`config.mk`:
```
export PLATFORM = sky130hd
export DESIGN_NAME = rotor_inverse
export DESIGN_NICKNAME = d
export VERILOG_FILES = /design/src/rtl/rotor_inverse.sv
export SDC_FILE = /design/constraint.sdc
export NUM_CORES = 1
export LEC_CHECK = 0
export ABC_AREA = 1
export CAP_MARGIN = 20
export CORE_MARGIN = 3
export CORE_UTILIZATION = 50
export DETAILED_ROUTE_END_ITERATION = 12
export GPL_TIMING_DRIVEN = 0
export PLACE_DENSITY = 0.71
export SLEW_MARGIN = 10
export SYNTH_ARGS = -nofsm -noshare
export SYNTH_HDL_FRONTEND = slang
export SYNTH_SLANG_ARGS = --single-unit
```
`constraint.sdc`:
```
create_clock -name clk -period 6.7 [get_ports clk]
set_input_delay 2.01 -clock clk [delete_from_list [all_inputs] [get_ports clk]]
set_output_delay 2.01 -clock clk [all_outputs]
set_load 0.1 [all_outputs]
```
`src/rtl/rotor_inverse.sv`:
```
// rotor_inverse: two-stage decryption pipeline (R2 inverse, then R1 inverse) with rotor stepping.
// Optional macro ROTOR_INV_ODOMETER_EN: a p1 wrap from 25 to 0 carries into p2.
module rotor_inverse #(
  parameter int INIT_P1 = 3,
  parameter int INIT_P2 = 7
) (
  input  logic       clk,
  input  logic       rst,
  input  logic       in_valid,
  output logic       in_ready,
  input  logic [4:0] in_data,
  input  logic       load_en,
  input  logic [4:0] load_p1,
  input  logic [4:0] load_p2,
  output logic       out_valid,
  input  logic       out_ready,
  output logic [4:0] out_data,
  output logic       out_err,
  output logic [4:0] pos_p1,
  output logic [4:0] pos_p2
);
  localparam int DATA_W = 5;

  function automatic logic [DATA_W-1:0] r1_inv(input logic [DATA_W-1:0] v);
    case (v)
      5'd1:    r1_inv = 5'd10;
      5'd2:    r1_inv = 5'd22;
      5'd3:    r1_inv = 5'd9;
      5'd4:    r1_inv = 5'd3;
      5'd5:    r1_inv = 5'd19;
      5'd6:    r1_inv = 5'd13;
      5'd7:    r1_inv = 5'd2;
      5'd8:    r1_inv = 5'd26;
      5'd9:    r1_inv = 5'd12;
      5'd10:   r1_inv = 5'd1;
      5'd11:   r1_inv = 5'd21;
      5'd12:   r1_inv = 5'd23;
      5'd13:   r1_inv = 5'd11;
      5'd14:   r1_inv = 5'd18;
      5'd15:   r1_inv = 5'd5;
      5'd16:   r1_inv = 5'd17;
      5'd17:   r1_inv = 5'd4;
      5'd18:   r1_inv = 5'd14;
      5'd19:   r1_inv = 5'd8;
      5'd20:   r1_inv = 5'd16;
      5'd21:   r1_inv = 5'd7;
      5'd22:   r1_inv = 5'd15;
      5'd23:   r1_inv = 5'd20;
      5'd24:   r1_inv = 5'd6;
      5'd25:   r1_inv = 5'd25;
      5'd26:   r1_inv = 5'd24;
      default: r1_inv = 5'd1;
    endcase
  endfunction

  function automatic logic [DATA_W-1:0] r2_inv(input logic [DATA_W-1:0] v);
    case (v)
      5'd1:    r2_inv = 5'd19;
      5'd2:    r2_inv = 5'd7;
      5'd3:    r2_inv = 5'd13;
      5'd4:    r2_inv = 5'd15;
      5'd5:    r2_inv = 5'd20;
      5'd6:    r2_inv = 5'd6;
      5'd7:    r2_inv = 5'd25;
      5'd8:    r2_inv = 5'd24;
      5'd9:    r2_inv = 5'd16;
      5'd10:   r2_inv = 5'd14;
      5'd11:   r2_inv = 5'd9;
      5'd12:   r2_inv = 5'd18;
      5'd13:   r2_inv = 5'd10;
      5'd14:   r2_inv = 5'd1;
      5'd15:   r2_inv = 5'd8;
      5'd16:   r2_inv = 5'd4;
      5'd17:   r2_inv = 5'd26;
      5'd18:   r2_inv = 5'd12;
      5'd19:   r2_inv = 5'd5;
      5'd20:   r2_inv = 5'd2;
      5'd21:   r2_inv = 5'd22;
      5'd22:   r2_inv = 5'd17;
      5'd23:   r2_inv = 5'd11;
      5'd24:   r2_inv = 5'd23;
      5'd25:   r2_inv = 5'd21;
      5'd26:   r2_inv = 5'd3;
      default: r2_inv = 5'd1;
    endcase
  endfunction

  // Letter a (1..26) shifted back by p (0..25), wrapped into 1..26.
  function automatic logic [DATA_W-1:0] sub_wrap(input logic [DATA_W-1:0] a,
                                                 input logic [DATA_W-1:0] p);
    logic signed [6:0] d;
    d = $signed({2'b00, a}) - 7'sd1 - $signed({2'b00, p});
    if (d < 7'sd0) d = d + 7'sd26;
    sub_wrap = d[4:0] + 5'd1;
  endfunction

  function automatic logic [DATA_W-1:0] mod26(input logic [DATA_W-1:0] v);
    mod26 = (v >= 5'd26) ? v - 5'd26 : v;
  endfunction

  function automatic logic [DATA_W-1:0] step26(input logic [DATA_W-1:0] v);
    step26 = (v == 5'd25) ? 5'd0 : v + 5'd1;
  endfunction

  logic [DATA_W-1:0] p1_q, p1_d, p2_q, p2_d;
  logic              vld_p1_q, vld_p1_d;
  logic              err_p1_q, err_p1_d;
  logic [DATA_W-1:0] m_p1_q, m_p1_d;
  logic [DATA_W-1:0] cap_p1_q, cap_p1_d;
  logic              vld_p2_q, vld_p2_d;
  logic              err_p2_q, err_p2_d;
  logic [DATA_W-1:0] x_p2_q, x_p2_d;
  logic              legal, accept, adv_p1, adv_p2;

  // Handshake: output register loads when empty or drained; S1 moves when it can hand off.
  always_comb begin
    legal    = (in_data >= 5'd1) && (in_data <= 5'd26);
    adv_p2   = !vld_p2_q || out_ready;
    adv_p1   = vld_p1_q && adv_p2;
    in_ready = !load_en && (!vld_p1_q || adv_p1);
    accept   = in_valid && in_ready;
  end

  always_comb begin
    p1_d = p1_q;
    p2_d = p2_q;
    if (load_en) begin
      p1_d = mod26(load_p1);
      p2_d = mod26(load_p2);
    end else if (accept && legal) begin
      p1_d = step26(p1_q);
`ifdef ROTOR_INV_ODOMETER_EN
      if (p1_q == 5'd25) p2_d = step26(p2_q);
`endif
    end
  end

  // Stage p0 -> p1: R2 inverse and p2 removal; p1 is captured for the next stage.
  always_comb begin
    vld_p1_d = vld_p1_q;
    err_p1_d = err_p1_q;
    m_p1_d   = m_p1_q;
    cap_p1_d = cap_p1_q;
    if (accept) begin
      vld_p1_d = 1'b1;
      err_p1_d = !legal;
      m_p1_d   = sub_wrap(r2_inv(in_data), p2_q);
      cap_p1_d = p1_q;
    end else if (adv_p1) begin
      vld_p1_d = 1'b0;
    end
  end

  // Stage p1 -> p2: R1 inverse and p1 removal; illegal characters emerge as 0.
  always_comb begin
    vld_p2_d = vld_p2_q;
    err_p2_d = err_p2_q;
    x_p2_d   = x_p2_q;
    if (adv_p2) begin
      vld_p2_d = vld_p1_q;
      if (vld_p1_q) begin
        err_p2_d = err_p1_q;
        x_p2_d   = err_p1_q ? 5'd0 : sub_wrap(r1_inv(m_p1_q), cap_p1_q);
      end
    end
  end

  always_ff @(posedge clk) begin
    if (rst) begin
      p1_q     <= INIT_P1[4:0];
      p2_q     <= INIT_P2[4:0];
      vld_p1_q <= 1'b0;
      vld_p2_q <= 1'b0;
      err_p2_q <= 1'b0;
      x_p2_q   <= 5'd0;
    end else begin
      p1_q     <= p1_d;
      p2_q     <= p2_d;
      vld_p1_q <= vld_p1_d;
      vld_p2_q <= vld_p2_d;
      err_p2_q <= err_p2_d;
      x_p2_q   <= x_p2_d;
    end
  end

  always_ff @(posedge clk) begin
    err_p1_q <= err_p1_d;
    m_p1_q   <= m_p1_d;
    cap_p1_q <= cap_p1_d;
  end

  assign out_valid = vld_p2_q;
  assign out_data  = x_p2_q;
  assign out_err   = err_p2_q;
  assign pos_p1    = p1_q;
  assign pos_p2    = p2_q;

endmodule

```
==> impl_metrics.csv <==
group,metric,value,unit
logic_synthesis,syn_nets,512,
global_route,busiest_layer,"met2",
cts,cts_tree,"built",
critical_path,critical_path_required,6.88,ns
logic_synthesis,syn_area,3206,um^2
final_layout,num_antenna_cells,0,
drt,detail_route.first_pass.iterations,5,
global_route,globalRouteMet2Util,0.3322,
critical_path,worst_path_largest_cell_delay,0.55,ns
timing,rsz0062_at_grt,"no",
critical_path,critPathKind,"in -> reg",
critical_path,critPathTopFamily,"adder cells",
final_layout,finalNonFillerCells,577,
worst_hold_path,min_path_type,"reg -> reg",
drt,avgViaCountPerCell,5.125,
floorplan,die_w,86.07,um
final_layout,post-route-cell-area,3781,um^2
placed_design,globalplace.congestion,0.9079,
critical_path,worstPathArrival,6.45,ns
cts,clock_sink_count,34,
placed_design,preCtsSetupSlack,-0.3673,ns
critical_path,setup.worst_path.start_class,"input port",
power_and_ir_drop,maximum_vdd_drop,0.3763,mV
drt,routed_wire_length_per_instance,11.45,um
floorplan,placeableCoreArea,6061,um^2
cts,clkSlewWorstSetupHoldPaths,0.07,ns
floorplan,die-area,7408,um^2
timing,part_of_the_cycle_the_worst_path_needs,0.9359,
critical_path,endpoint_kind,"register",
floorplan,die_height,86.07,um
final_layout,final_nets,555,
critical_path,path_max_fanout,8,
timing,hold_viol,0,
power_and_ir_drop,power,1.489,mW
final_layout,layout.cells.most_common,"sky130_fd_sc_hd__nand2_1",
floorplan,ioPinCount,38,
power_and_ir_drop,p_per_area,393.9,nW/um^2
logic_synthesis,synth_cell_type_count,42,
critical_path,critical_path_buf_inv_count,4,
drt,drt_first_iter_violations,127,
global_route,global_route.usage.total,0.1881,
drt,remaining_drc_errors,0,
timing,report.final.slew_viol_count,0,
cts,cts_buffer_depth,2,
timing,worst-slew-pin-transition,1.008,ns
logic_synthesis,syn_area_per_cell,6.999,um^2
global_route,met1_usage,0.2345,
cts,clk_root_buffer_cell,"sky130_fd_sc_hd__clkbuf_8",
global_route,gr-total-overflow,0,
global_route,grt_antenna_before_repair,0,
cts,post-cts-setup-buffer-count,0,
critical_path,critical_path.slowest_cell,"sky130_fd_sc_hd__clkdlybuf4s50_1",
drt,via_count,2957,
final_layout,layout.cells.most_common_list,"132 x sky130_fd_sc_hd__nand2_1, 61 x sky130_fd_sc_hd__inv_1, 36 x sky130_fd_sc_hd__clkdlybuf4s50_1, 34 x sky130_fd_sc_hd__nand3_1, 32 x sky130_fd_sc_hd__ha_1",
final_layout,synthToLayoutAreaGrowth,17.95,%
timing,setup_viol_count_final,0,
cts,h-tree-depth,2,
final_layout,drive_above_1_share,0.1394,
logic_synthesis,part_of_the_yosys_area_used_for_sequential_elements,0.2467,
placed_design,placement.cell_area,3660,um^2
placed_design,io_buffers,36,
critical_path,cpMostUsedCell,"sky130_fd_sc_hd__nand2_1",
timing,final_setup_slack_of_the_worst_path,0.4295,ns
global_route,grt_max_degree,20,
drt,drt.antenna.violating_nets,0,
final_layout,fillerInstances,588,
final_layout,finish.utilization,0.6239,
power_and_ir_drop,power.static_leakage,1.886,nW
timing,timing.fmax,159.5,MHz
global_route,grt_pass1_wl,11.54,mm
timing,fin_skew,0.007982,ns
floorplan,initial_core_util,0.5289,
cts,tritoncts.num_buffers,5,
placed_design,placed_cells,569,
global_route,first_global_vias,2722,
placed_design,hpwl,5.375,mm
global_route,grt_use_met3,0.03362,
logic_synthesis,warnings_synthesis,0,
timing,maxSlewHeadroom,0.3258,
logic_synthesis,postSynthRegisterBits,34,
cts,clkLatencyLatePin,0.29,ns
status,outcome,"finished, final reports clean",
drt,wirelength,6.605,mm
job,timing.max_cap.violations,0,
floorplan,core_rows,28,
logic_synthesis,syn_inst,458,
timing,final_period_minus_worst_setup_slack,6.270,ns
[worst reg2reg max path, delay by kind of cell, from the launching register on]
family,cells,cell delay [ns]
AND/OR/NAND/NOR,8,0.70
adder cells (fa/ha/maj),4,1.35
flip-flops,1,0.35
AO/OA/AOI/OAI,3,0.70
buffers and inverters,1,0.06
[power breakdown]
group | leakage, nW | switching [mW] | total [mW] | internal [mW]
sequential | 0.293 | 0.0224 | 0.279 | 0.256
combinational | 1.54 | 0.637 | 1.02 | 0.387
clock | 0.0579 | 0.0764 | 0.186 | 0.109
[stage by stage]
step                      hold slack [ns]  TNS (ns)
after detailed placement           0.4545    -1.645
after floorplan                    0.4783         0
final                              0.4652         0
after global routing               0.4900         0
after CTS                          0.4660         0
after global placement             0.4530    -1.430
[routing by layer]
layer,wire length (um),share of wire,up-vias
met5,0,0,-
li1,-,-,1551
met2,3216,0.49,57
met4,24,0.0036,0
met1,3116,0.47,1347
met3,248,0.038,2
[final cells by class]
type | instances | area (um^2) | share of cell area
inverter | 70 | 267.8 | 0.07081
clock buffer | 5 | 68.82 | 0.01820
sequential | 34 | 790.8 | 0.2091
clock inverter | 3 | 40.04 | 0.01059
timing repair buffer | 36 | 360.3 | 0.09530
tap | 75 | 93.84 | 0.02482
multi-input combinational | 350 | 2133 | 0.5642
buffer | 4 | 26.28 | 0.006949
[path summary, 6_finish.rpt]
check / cells past startpoint / from / slack, ns / endpoint
setup / recovery: 26 / in_data[0] / 0.43 / register
hold / removal: 2 / out_data[4] / 0.47 / out_data[4]
setup reg to reg: 16 / pos_p2[0] / 3.45 / register
hold reg to reg: 2 / out_data[4] / 0.47 / out_data[4]
[cell usage after synthesis (all sizes together)]
cell type  count  share of area
a21o           1         0.0023
dfxtp         23           0.14
nand3         40          0.077
nor3           4         0.0062
xnor2          8          0.022
ha            32           0.12
fa             2          0.012
inv           68          0.080
clkinv         2         0.0039
xor2          12          0.035
o221ai         1         0.0027
o211ai         4         0.0094
o21ai         24          0.042
nand4          2         0.0039
nor2          26          0.041
o22ai          1         0.0020
o311ai         1         0.0027
buf            2         0.0059
nand2        158           0.22
a31oi          1         0.0020
clkbuf         2         0.0023
a21oi         24          0.040
or2            6          0.012
o31ai          2         0.0047
nand3b         1         0.0023
edfxtp        11           0.10
[timing repair]
| item | CTS | global route |
|---|---|---|
| gates resized for setup | 1 | 4 |
| setup endpoints to repair | 4 | 5 |
| hold buffers | 0 | 0 |
[cells by family (layout without fill, tap and decap cells)]
kind of cell             after synthesis  count (layout)  synth area share
AO/OA/AOI/OAI                         59              59            0.1077
XOR/XNOR                              20              20           0.05699
adder cells (fa/ha/maj)               34              34            0.1374
buffers and inverters                 74             118           0.09173
flip-flops                            34              34            0.2467
AND/OR/NAND/NOR                      237             237            0.3595
Power figures use the tool's default switching activity.
